`src/rtl/fetch_pc_unit.sv`:
```
// Instruction-fetch front end: owns the architectural PC, issues instruction
// memory requests with a ready handshake, and drives the IF/ID register.
// An ID-stage redirect squashes the in-flight fetch and flushes IF/ID.
module fetch_pc_unit #(
    parameter logic [31:0] RESET_PC  = 32'h0000_0000,
    parameter logic [31:0] NOP_INSTR = 32'h0000_0000
) (
    input  logic        clk,
    input  logic        rst_n,
    input  logic        stall,
    input  logic        take_branch,
    input  logic [31:0] branch_target,
    output logic        imem_req,
    output logic [31:0] imem_addr,
    input  logic        imem_ready,
    input  logic [31:0] imem_rdata,
    output logic        if_valid,
    output logic [31:0] if_instr,
    output logic [31:0] if_pc_plus_four,
    output logic        flush_if,
    output logic        align_err
);

    typedef enum logic [1:0] {
        S_BOOT,
        S_FETCH,
        S_HOLD
    } state_t;

    state_t      r_state;
    logic [31:0] r_pc;
    logic [31:0] r_buf_instr;
    logic [31:0] r_buf_pc4;
    logic        r_if_valid;
    logic [31:0] r_if_instr;
    logic [31:0] r_if_pc4;
    logic        r_flush;
    logic        r_align;

    logic [31:0] w_pc_plus_four;
    logic        w_redirect;

    assign w_pc_plus_four = r_pc + 32'd4;
    // Redirects are ignored in BOOT; the pipeline has nothing to squash yet.
    assign w_redirect     = take_branch && (r_state != S_BOOT);

    // Requests only go out from FETCH; gating with rst_n drops any
    // outstanding request as soon as reset is asserted.
    assign imem_req        = rst_n && (r_state == S_FETCH);
    assign imem_addr       = r_pc;
    assign if_valid        = r_if_valid;
    assign if_instr        = r_if_instr;
    assign if_pc_plus_four = r_if_pc4;
    assign flush_if        = r_flush;
    assign align_err       = r_align;

    // PC, fetch state machine, hold buffer and IF/ID register.
    always_ff @(posedge clk) begin
        if (!rst_n) begin
            r_state     <= S_BOOT;
            r_pc        <= RESET_PC;
            r_buf_instr <= NOP_INSTR;
            r_buf_pc4   <= '0;
            r_if_valid  <= 1'b0;
            r_if_instr  <= NOP_INSTR;
            r_if_pc4    <= '0;
            r_flush     <= 1'b0;
            r_align     <= 1'b0;
        end else begin
            r_flush <= 1'b0;
            r_align <= 1'b0;
            if (w_redirect) begin
                // Redirect beats stall, ready and the hold buffer: any data
                // returned this cycle and any buffered word are dropped.
                r_pc       <= {branch_target[31:2], 2'b00};
                r_align    <= |branch_target[1:0];
                r_if_valid <= 1'b0;
                r_if_instr <= NOP_INSTR;
                r_if_pc4   <= '0;
                r_flush    <= 1'b1;
                r_state    <= S_FETCH;
            end else begin
                case (r_state)
                    S_BOOT: begin
                        r_state <= S_FETCH;
                    end
                    S_FETCH: begin
                        if (imem_ready) begin
                            if (!stall) begin
                                r_if_valid <= 1'b1;
                                r_if_instr <= imem_rdata;
                                r_if_pc4   <= w_pc_plus_four;
                                r_pc       <= w_pc_plus_four;
                            end else begin
                                // Word arrived while ID is stalled: park it so
                                // the fetch is not repeated.
                                r_buf_instr <= imem_rdata;
                                r_buf_pc4   <= w_pc_plus_four;
                                r_state     <= S_HOLD;
                            end
                        end else if (!stall) begin
                            r_if_valid <= 1'b0;
                            r_if_instr <= NOP_INSTR;
                        end
                    end
                    S_HOLD: begin
                        if (!stall) begin
                            r_if_valid <= 1'b1;
                            r_if_instr <= r_buf_instr;
                            r_if_pc4   <= r_buf_pc4;
                            r_pc       <= r_buf_pc4;
                            r_state    <= S_FETCH;
                        end
                    end
                    default: begin
                        r_state <= S_BOOT;
                    end
                endcase
            end
        end
    end

endmodule

```
`config.mk`:
```
export PLATFORM = sky130hd
export DESIGN_NAME = fetch_pc_unit
export DESIGN_NICKNAME = d
export VERILOG_FILES = /design/src/rtl/fetch_pc_unit.sv
export SDC_FILE = /design/constraint.sdc
export NUM_CORES = 1
export LEC_CHECK = 0
export BUFFER_PORTS_ARGS = -buffer_cell sky130_fd_sc_hd__buf_2
export CORE_MARGIN = 2
export CORE_UTILIZATION = 45
export CTS_CLUSTER_SIZE = 8
export DETAILED_ROUTE_END_ITERATION = 12
export PLACE_DENSITY_LB_ADDON = 0.2
export SLEW_MARGIN = 10
export SYNTH_ARGS = -nofsm -noshare
export SYNTH_HDL_FRONTEND = slang
export SYNTH_SLANG_ARGS = --single-unit
```
`constraint.sdc`:
```
create_clock -name clk -period 2.1 [get_ports clk]
set_input_delay 0.315 -clock clk [delete_from_list [all_inputs] [get_ports clk]]
set_output_delay 0.315 -clock clk [all_outputs]
set_load 0.05 [all_outputs]
```
==> run summary, run 1 <==
The worst-case setup slack after placement is about 130 ps. The number of cells after detailed placement came out at 1313. In the synthesized netlist the dominant register cell turns out to be dfxtp_1. The total number of clock tree sinks is 163.

The global router's overall resource usage came out at 25.4%. The headroom to the max-slew limit came out at 65.2%. The worst setup path is captured at a flip-flop. The start of the worst register-to-register path is imem_addr[17]$_SDFFE_PN0P_.

After global routing the overflow that remains totals 0. The worst setup path is launched from a flip-flop. The worst register-to-register path ends at if_pc_plus_four[21]$_SDFFE_PP0P_. Summed over all failing endpoints, the final setup total negative slack is 0 ps. The logic gate share of total power is 15.3%. The sum of net half-perimeters after detailed placement is between 15000 and 20000 um. The row count came out at 47.

The detail-routed via count per cell is 5.74. The sequential element share of the synthesized area is between 40% and 50%. Summed over all nets, wire length on met3 after detailed routing comes to 1700 um.

The final period utilization is roughly 97%. The count of final setup violators is 0. The vertical die dimension came out at 133 um. The global-route wire length before repair came out at 35900 um. The count of flip-flops with a built-in enable after synthesis is 0. At the worst endpoint, the arrival time is 2400 ps. Routed signal wires occupy layers up through met4. In the post-synthesis netlist, the biggest area contributors are dfxtp_1, nand2_1, a21oi_1.

The final antenna diode count came out at 0. The number of buffers inserted during clock tree synthesis is 17. The internal power of the cells came out at around 0.0057 W.

The peak ir drop on the vdd network came out at 0.000651 V. The fill cell instance count of the final layout is 1538. The detailed router put a total of 10200 um of wire on met1.

The H-tree depth is 4. The required time of the critical path came out at 2460 ps. The power density normalized to cell area is 846 mW/mm2. The clock network accounts for between 40 and 50% of the total power. The count of hold buffers inserted by post-cts repair is 0. In the routed design, unresolved DRC markers number 0. At the end of the flow, the number of nets in the layout was 1183. Clock-pin slew was measured on the worst setup and hold paths at 70 ps. The number of synthesized register bits came out at 163. For this run, the detailed router's first-pass iteration total came to 8. The cell area after synthesis is 0.00753 mm2. Relative to the synthesized area, the layout overhead comes to 25.3%.

The fraction of synthesis flops using an asynchronous set or reset pin came out at 0%. The initial antenna violation count is 0. The fraction of synthesized cell area taken by the top area cell type is around 43%. The post-synthesis cell type count came out at 61. The die covers roughly 0.018 mm2. The final hold violation count came out at 0. The flow ran to the end, and the final reports show no timing, DRC or antenna violations. The maximum number of pins on one net before global-route repair is 50. The count of placed standard cells in the final layout, fillers left out is 1346. The clock skew after layout is 6.03 ps. The reported max-cap violation count came out at 0. The leakage power of the design is 3.78 nW.

The detail route stage leaves a number of antenna-violating nets equal to 0. The worst hold path cell count is 2. The initial utilization of the core area, before any placement, comes to roughly 46%. The minimum setup slack among reg-to-reg paths came out at roughly 67 ps.

The gate count after technology mapping came out at between 900 and 1000. The sequential power share is around two fifths. The area of the core came out at 0.0165 mm2. The sum of routed wire length over all layers is 22900 um.

The via count of the first global-routing pass is 6871. The final route contains ~7700 vias. The number of primary I/O pins came out at 169.

The placed cell area came out at 0.00877 mm2. The largest area contributor in the netlist is dfxtp_1. The number of nets in the synthesized netlist is 1033. The met2 wire length is 10600 um. The switching power summed over all nets came out at 0.00229 W. The critical path starts at imem_addr[17]$_SDFFE_PN0P_. The CTS tree is built. For the pin with the worst max-slew slack, the measured transition is 522 ps. The violation count after the first detailed-route iteration came out at around 640. The detailed-route wire length per cell is 17.0 um. The number of input and output port buffers inserted came out at 168.

Leaving out fill and tap cells, the most frequent cell in the layout is buf_2. The library cells used most frequently in the layout, excluding fill and tap cells, are buf_2, dfxtp_1, nand2_1. For the worst flop-to-flop path, the logic depth is 5.

The final instance area is 0.00944 mm2. The category of the most critical setup path is flip-flop to flip-flop. The count of warnings emitted by yosys is 0.

The cell sitting at the root of the clock tree is a clkbuf_16. The mean area per synthesized cell is 7.82 um2. The clock period could shrink to ~2000 ps.

Along the worst path, the maximum fanout reaches 11. The worst hold path belongs to the class input pin to flip-flop. The final worst slack came out at 67.0 ps. The overall die width came out at 133 um.

The total count of max-transition violations in the final report came to 0. The share of cells above drive strength 1 is 25.2%. The timing-limited maximum frequency came out at between 400 and 500 MHz. The clock latency of the later-clocked register in the worst-skew pair is 430 ps. The final weighted congestion of routability-driven global placement came out at 0.902. Following the worst setup path forward leads to its endpoint at if_pc_plus_four[21]$_SDFFE_PP0P_. Net switching is between 20% and 30% of the power. The buffer depth of the longest clock path is 2.
[worst min path at each step]
stage | startpoint | end | slack [ps]
finish | branch_target[0] | align_err$_SDFF_PN0_ | 80
global placement | r_buf_instr[21]$_SDFFE_PN0P_ | r_buf_instr[21]$_SDFFE_PN0P_ | 440
CTS | branch_target[0] | align_err$_SDFF_PN0_ | 70
detailed placement | r_buf_instr[6]$_SDFFE_PN0P_ | r_buf_instr[6]$_SDFFE_PN0P_ | 450
global route | branch_target[0] | align_err$_SDFF_PN0_ | 70
floorplan | branch_target[0] | align_err$_SDFF_PN0_ | 430
[through the flow]
stage	total power, W	utilization, %	hold slack [ps]
floorplan	0.00422	-	425
global placement	0.00462	53.2	442
detailed placement	0.00463	53.2	447
CTS	0.00801	57.2	67.9
global route	0.00823	57.3	72.2
finish	0.00798	57.3	79.4
[critical path, stage by stage, from the launching register on]
cell and delay (ps):
dfxtp_1 560, and4_1 290, nand2_1 180, or4_1 560
a31o_1 250, o21ai_1 120
[registers in the layout, summed over array words and instances (netlist names), named ones only]
name and cells:
if_valid 1, flush_if 1, if_pc_plus_four 30, r_buf_instr 32
r_state 2, if_instr 32, r_buf_pc4 32, align_err 1
imem_addr 30
[what timing repair did]
action / 4_1_cts / 5_1_grt
gates resized for setup: 0 / 4
setup endpoints to repair: 0 / 9
buffers inserted: 0 / 1
[power by group through the flow]
stage               logic (W)  clock network [W]  registers [W]
CTS                   0.00122            0.00345        0.00335
global placement      0.00121                  0        0.00341
detailed placement    0.00121                  0        0.00342
finish                0.00122            0.00341        0.00335
floorplan            0.000502                  0        0.00372
global route          0.00131            0.00356        0.00337
[routing by layer]
| metal | global-route usage, % | up-vias |
|---|---|---|
| met5 | 0 | - |
| met4 | 8.69 | 0 |
| met3 | 5.18 | 33 |
| met2 | 40.9 | 304 |
| met1 | 34.0 | 3629 |
| li1 | - | 3763 |
[layout make-up]
cell class | count | area [um2] | share of cell area (%)
Tap cell | 220 | 275 | 2.92
Clock inverter | 10 | 171 | 1.82
Clock buffer | 22 | 474 | 5.02
Sequential cell | 163 | 3270 | 34.7
Timing Repair Buffer | 221 | 1340 | 14.2
Inverter | 4 | 15.0 | 0.159
Multi-Input combinational cell | 706 | 3890 | 41.2
[cells by family (layout without fill, tap and decap cells)]
group / count (synthesis) / in the layout / share of synthesized area, %
buffers and inverters: 94 / 257 / 5.53
XOR/XNOR: 12 / 12 / 1.40
multiplexers: 2 / 2 / 0.266
AND/OR/NAND/NOR: 429 / 429 / 26.4
flip-flops: 163 / 163 / 43.3
AO/OA/AOI/OAI: 262 / 262 / 22.9
adder cells (fa/ha/maj): 1 / 1 / 0.166
[synthesized netlist by cell type (10+ instances only)]
library cell,instances
a211oi_1,25
a21oi_1,92
a311oi_1,36
a31oi_1,11
and3_1,10
buf_2,19
clkbuf_1,57
dfxtp_1,163
nand2_1,146
nand3_1,64
nand4_1,13
nor2_1,120
nor3_1,27
o21ai_0,33
o31ai_1,19
No activity file was read; power rests on OpenSTA's default activity.
==> run 2: changes to the inputs <==
==> constraint.sdc (replaced) <==
create_clock -name clk -period 1.9 [get_ports clk]
set_input_delay 0.285 -clock clk [delete_from_list [all_inputs] [get_ports clk]]
set_output_delay 0.285 -clock clk [all_outputs]
set_load 0.05 [all_outputs]
==> run 2 against run 1 <==
Net effect:
- non-clock buffer count grew 10
- sequential power is 10% higher
- sequential cell count is the same
- wire length about the same
- clock skew increased by 2.9 ps
- final cell count is 0.67% higher
- power grew 4.4%
- global-route usage is 0.099 points higher
- via count fell by 0.17%
- count of clock-buffer cells in the layout grew 2
- critical endpoint is now imem_req
==> run summary, run 2 (synthesis gave the netlist of run 1 again) <==
The flow ran to the end, and the final reports show no timing, DRC or antenna violations. The total via count in the routed design is 7716. The leakage power of the design came out at ~3.8 nW. After the last flow step, the layout net total stands at 1193.

The final hold violation count came to 0. The area of the core came out at roughly 0.016 mm2. In this run the deepest clock path goes through 2 buffers. The peak ir drop on the vdd network is 0.000668 V. The most common cell after layout, fill and taps aside is buf_2. STA puts the critical path data arrival time at 1560 ps. Setup violations remaining at the end of the flow were counted as 0. At the placement stage, the worst setup path has a slack of 46.9 ps. The number of buffers inserted during clock tree synthesis came out at 17. The clock root buffer is clkbuf_16. The clock skew after layout is just under 9 ps. The clock latency of the later-clocked register in the worst-skew pair came out at approximately 430 ps. The final weighted congestion of routability-driven global placement came out at 0.853. Global routing used 25.5% of the available tracks. The number of input and output port buffers inserted came out at about 170. The share of cells above drive strength 1 came out at roughly 28%.

The timing-limited maximum frequency came out at around 540 MHz. The detailed-route wire length per cell is 16.9 um. The final antenna diode count came out at 0. The routed design has 22900 um of wire.

The count of hold buffers inserted by post-cts repair is 0. The violation count after the first detailed-route iteration came out at 602. The die area came out at ~0.018 mm2. The power density normalized to cell area came out at between 800 and 900 mW/mm2. After clock tree synthesis, the clock-pin slew on the worst setup and hold paths is 60 ps. The via count of the first global-routing pass came out at around 7100. The number of primary I/O pins came out at around 170. The maximum fanout count along the critical path is 10. The headroom to the max-slew limit came out at about two thirds. The critical path is of the flip-flop to primary output type. The count of placed standard cells in the final layout, fillers left out is 1355. The die is 133 um wide. The die is 133 um tall. Overall power consumption after layout is estimated at between 0.008 and 0.009 W. The sum of net half-perimeters after detailed placement came out at ~15000 um. The total number of clock tree sinks came out at 163. The number of cells after detailed placement is 1320. After detailed routing, the number of remaining DRC violations is 0. The reported max-cap violation count came out at 0. The classification of the worst-slack hold path is input pin to flip-flop. Once detail routing completed, the nets flagged for antenna violations numbered 0. The effective utilization at floorplan came out at roughly 46%. The H-tree depth came out at 4. The number of search-and-repair iterations in the first detailed-routing pass is 5. Global routing finished with a remaining overflow of 0. The final worst slack is 57.7 ps. Entering global routing, the biggest net connects 65 pins. Counting I/O delays and the setup requirement, the final critical path takes 1840 ps. The global-route wire length before repair is roughly 36000 um. The worst setup path is launched from a flip-flop. The detail-routed via count per cell is approximately 5.7. The required time of the critical path came out at 1620 ps. TritonCTS built the clock tree. The initialized floorplan defines 47 standard-cell rows. The layout overhead on the synthesized area is 26.5%. The worst setup path is captured at a primary output. The fraction of the core area covered by cells at the end of the flow is just under 60%. The final period utilization is 97.0%. The fill cell instance count of the final layout is 1588.

For the pin with the worst max-slew slack, the measured transition is 484 ps. In the layout the commonest cells are buf_2, nand2_1, dfxtp_1. The total count of max-transition violations in the final report is 0.

The initial antenna violation count is 0.
[run 2: cell types whose count changed in the layout (fill, tap and decap cells not counted), sizes merged]
cell and delta:
buf +10, bufinv -4, clkbuf +2, clkinv +2
clkinvlp -2, inv +1
[run 2: worst paths after layout]
kind / from / endpoint / slack, ps / cells past startpoint
setup reg to reg: imem_addr[7]$_SDFFE_PN0P_ / imem_addr[20]$_SDFFE_PN0P_ / 80 / 6
hold / removal: branch_target[0] / align_err$_SDFF_PN0_ / 50 / 2
setup / recovery: r_state[1]$_SDFFE_PP0P_ / imem_req / 60 / 3
hold reg to reg: if_pc_plus_four[27]$_SDFFE_PP0P_ / if_pc_plus_four[27]$_SDFFE_PP0P_ / 450 / 2
[run 2: area by class of cell]
type	count	area (um2)	area share [%]
Sequential cell	163	3310	34.7
Inverter	4	15.0	0.158
Tap cell	220	275	2.89
Clock inverter	7	43.8	0.460
Clock buffer	24	513	5.38
Timing Repair Buffer	231	1460	15.3
Multi-Input combinational cell	706	3910	41.0
[run 2: power by group]
| part | leakage (nW) | switching [W] | internal, W |
|---|---|---|---|
| clock | 0.278 | 0.00138 | 0.00188 |
| combinational | 2.20 | 0.000948 | 0.000421 |
| sequential | 1.34 | 0.000133 | 0.00357 |
[run 2: worst max-delay path: stages (launching register included)]
cell	delay [ps]
dfxtp_1	550
nand2b_1	300
nor2_2	90
buf_4	200
[run 2: per-stage QoR]
step	area (um2)	hold WS, ps	TNS (ps)
2_1_floorplan	7580	395	0
3_3_place_gp	8890	440	0
3_5_place_dp	8890	446	0
4_1_cts	9450	49.0	0
5_1_grt	9530	67.9	-15.1
6_report	9530	52.4	0
[run 2: repair_timing]
action | CTS | global route
gates resized for setup | 2 | 13
buffers inserted | 0 | 4
pin swaps | 0 | 2
setup endpoints to repair | 1 | 22
[run 2: layer usage]
layer / wire length [um] / GRT usage (%) / up-vias
met5: 0 / 0 / -
met4: 402 / 8.92 / 0
met3: 1610 / 5.37 / 32
met2: 10800 / 40.9 / 270
met1: 10100 / 34.1 / 3627
li1: - / - / 3787
==> run 3: changes to the inputs <==
--- a/config.mk
+++ b/config.mk
@@ -7,7 +7,7 @@
 export LEC_CHECK = 0
 export BUFFER_PORTS_ARGS = -buffer_cell sky130_fd_sc_hd__buf_2
 export CORE_MARGIN = 2
-export CORE_UTILIZATION = 45
+export CORE_UTILIZATION = 54
 export CTS_CLUSTER_SIZE = 8
 export DETAILED_ROUTE_END_ITERATION = 12
 export PLACE_DENSITY_LB_ADDON = 0.2
==> run 3 against run 2 <==
Net effect:
- power rose by 1.2%
- final area decreased by 0.45%
- sequential share of layout area is 0.14 points higher
- first-iteration DRC count increased by 19%
- final cell count down 2.6%
- critical path type is now flip-flop to flip-flop
- highest routed layer unchanged
- critical path depth up 3
- non-clock buffer count rose by 4
- fmax up 1.8%
- die area decreased by 16%
- sequential cell count unchanged
- largest cell class unchanged
==> run summary, run 3 (synthesis gave the netlist of run 1 again) <==
The placed cell area came out at approximately 0.009 mm2. Excluding fillers, the count of instances in the completed layout stands at roughly 1300. Subtracting the final worst setup slack from the clock period gives 1810 ps.

After routing the design area is about 0.0095 mm2. TritonCTS built the clock tree. The worst pin sits at a relative slew slack of about two thirds. STA classifies the critical path startpoint as a flip-flop. Cells with a size suffix above 1 make up 28.3% of the layout.

The root buffer cell chosen for the clock tree is clkbuf_16. The layout overhead on the synthesized area is 25.9%. The worst setup path is captured at a flip-flop. The row count came out at 43. The initial antenna violation count is 0. The worst-case setup slack after placement is 39.2 ps. The detailed-route DRC error count is 0. The final antenna diode count is 0.

The total count of max-transition violations in the final report is 0. During I/O placement, the number of pins put on the boundary was 169. The timing-limited maximum frequency came out at 553 MHz. The final hold violation count is 0.

The most common cell after layout, fill and taps aside is buf_2. The arrival time of data at the critical path endpoint is 2140 ps. The length in cells of the worst reg-to-reg path is 6. The sum of net half-perimeters after detailed placement came out at 15000 um.

The maximum number of pins on one net before global-route repair is 65. IR analysis of the VDD net gives a maximum drop of 0.000588 V. The number of search-and-repair iterations in the first detailed-routing pass is 7. The final weighted congestion of routability-driven global placement is 0.898. The start of the worst register-to-register path is imem_addr[9]$_SDFFE_PN0P_. The violation count after the first detailed-route iteration came out at 719. The overall die width is 122 um. The vertical die dimension came out at 122 um.

Detailed routing inserted a total of 7748 vias. The final worst hold slack is 58.1 ps. The clock-pin slew on the worst setup and hold paths is 60 ps. The power density normalized to cell area is 889 mW/mm2. The H-tree depth is 4. Leaving out fill and tap cells, the most frequent cells in the layout are buf_2, nand2_1, dfxtp_1. The flow ran to the end, and the final reports show no timing, DRC or antenna violations. The leakage power of the design is 3.83 nW. Of the available clock period, the critical path in the final layout requires 95.2%. On the final layout, the worst clock skew is 4.40 ps. No sink is reached through more buffers than the 2 on the longest clock path. The global-route wire length before repair is 34800 um.

The worst hold path cell count is 2. The path class of the tightest hold or removal check is input pin to flip-flop. The setup path with the least slack is of type flip-flop to flip-flop. The detail-routed via count per cell is 5.87. The area of the core is 0.0138 mm2. In the final routed layout, each cell accounts on average for between 15 and 20 um.

The sum of routed wire length over all layers came out at 22300 um. The number of cells after detailed placement came out at 1283. The initial utilization of the core area, before any placement, comes to 54.7%. The clock latency of the later-clocked register in the worst-skew pair is 430 ps. The worst hold endpoint is align_err$_SDFF_PN0_. The required time of the critical path came out at 2230 ps. The via count of the first global-routing pass is 6948.

For flop-to-flop paths, the worst setup slack is between 90 and 100 ps. The worst hold path begins at branch_target[0]. The actual transition at the worst max-transition pin came out at roughly 510 ps. Setup violations remaining at the end of the flow were counted as 0. Along the worst path, the maximum fanout reaches 9. The clock drives 163 sinks. The number of input and output port buffers inserted came out at 168. The global router's overall resource usage came out at between 20% and 30%.

The reported max-cap violation count is 0. After global routing the overflow that remains totals 0. In this run the remaining antenna-violating nets after routing total 0. The number of buffers inserted during clock tree synthesis came out at 17.

The endpoint identified for the worst register-to-register timing path is imem_addr[28]$_SDFFE_PN0P_. The die area is 0.0149 mm2. The number of nets in the layout is roughly 1200. Setup slack on the critical path of the routed design comes to 90.6 ps.
[run 3: per-layer routing]
metal / global-route usage [%] / routed length [um]
met1: 40.1 / 9760
met2: 47.3 / 10200
met3: 6.65 / 1870
met4: 8.98 / 378
met5: 0 / 0
[run 3: worst max-delay path: stages, from the launching register on]
cell and delay (ps):
dfxtp_2 390, nand4_1 260, buf_4 240, nor2_1 190
and4_1 280, o31ai_1 90, a221oi_1 260
[run 3: worst max path at each step]
stage	endpoint	slack (ps)	start	depth (start not counted)
after floorplan	imem_addr[22]$_SDFFE_PN0P_	1	imem_addr[4]$_SDFFE_PN0P_	7
after global placement	if_pc_plus_four[20]$_SDFFE_PP0P_	70	imem_addr[12]$_SDFFE_PN0P_	5
after detailed placement	if_pc_plus_four[20]$_SDFFE_PP0P_	40	imem_addr[12]$_SDFFE_PN0P_	5
after CTS	if_pc_plus_four[20]$_SDFFE_PP0P_	20	imem_addr[12]$_SDFFE_PN0P_	5
after global routing	if_pc_plus_four[20]$_SDFFE_PP0P_	-10	imem_addr[2]$_SDFFE_PN0P_	6
final	imem_addr[28]$_SDFFE_PN0P_	90	imem_addr[9]$_SDFFE_PN0P_	6
[run 3: repair_timing]
action | in CTS | in global routing
setup endpoints to repair | 0 | 18
buffers inserted | 0 | 5
resized for setup | 0 | 13
hold buffers | 0 | 0
[run 3: power breakdown]
group,internal [W],switching (W)
clock network,0.00188,0.00149
logic,0.000413,0.000933
registers,0.00357,0.000147
total,0.00587,0.00257
[run 3: cell type report]
class                      count  area, um2
clock inverter                11       90.1
tap                          180        225
fill                        1207       4290
sequential                   163       3310
multi-input combinational    706       3920
inverter                       4       15.0
clock buffer                  21        492
timing repair buffer         235       1440
[run 3: per-stage QoR]
step           utilization, %  setup TNS [ps]  power, W
3_5_place_dp             64.0               0   0.00511
2_1_floorplan               -               0   0.00467
5_1_grt                  68.9           -24.8   0.00872
4_1_cts                  68.2               0   0.00844
6_report                 68.9               0   0.00843
3_3_place_gp             64.0               0   0.00510
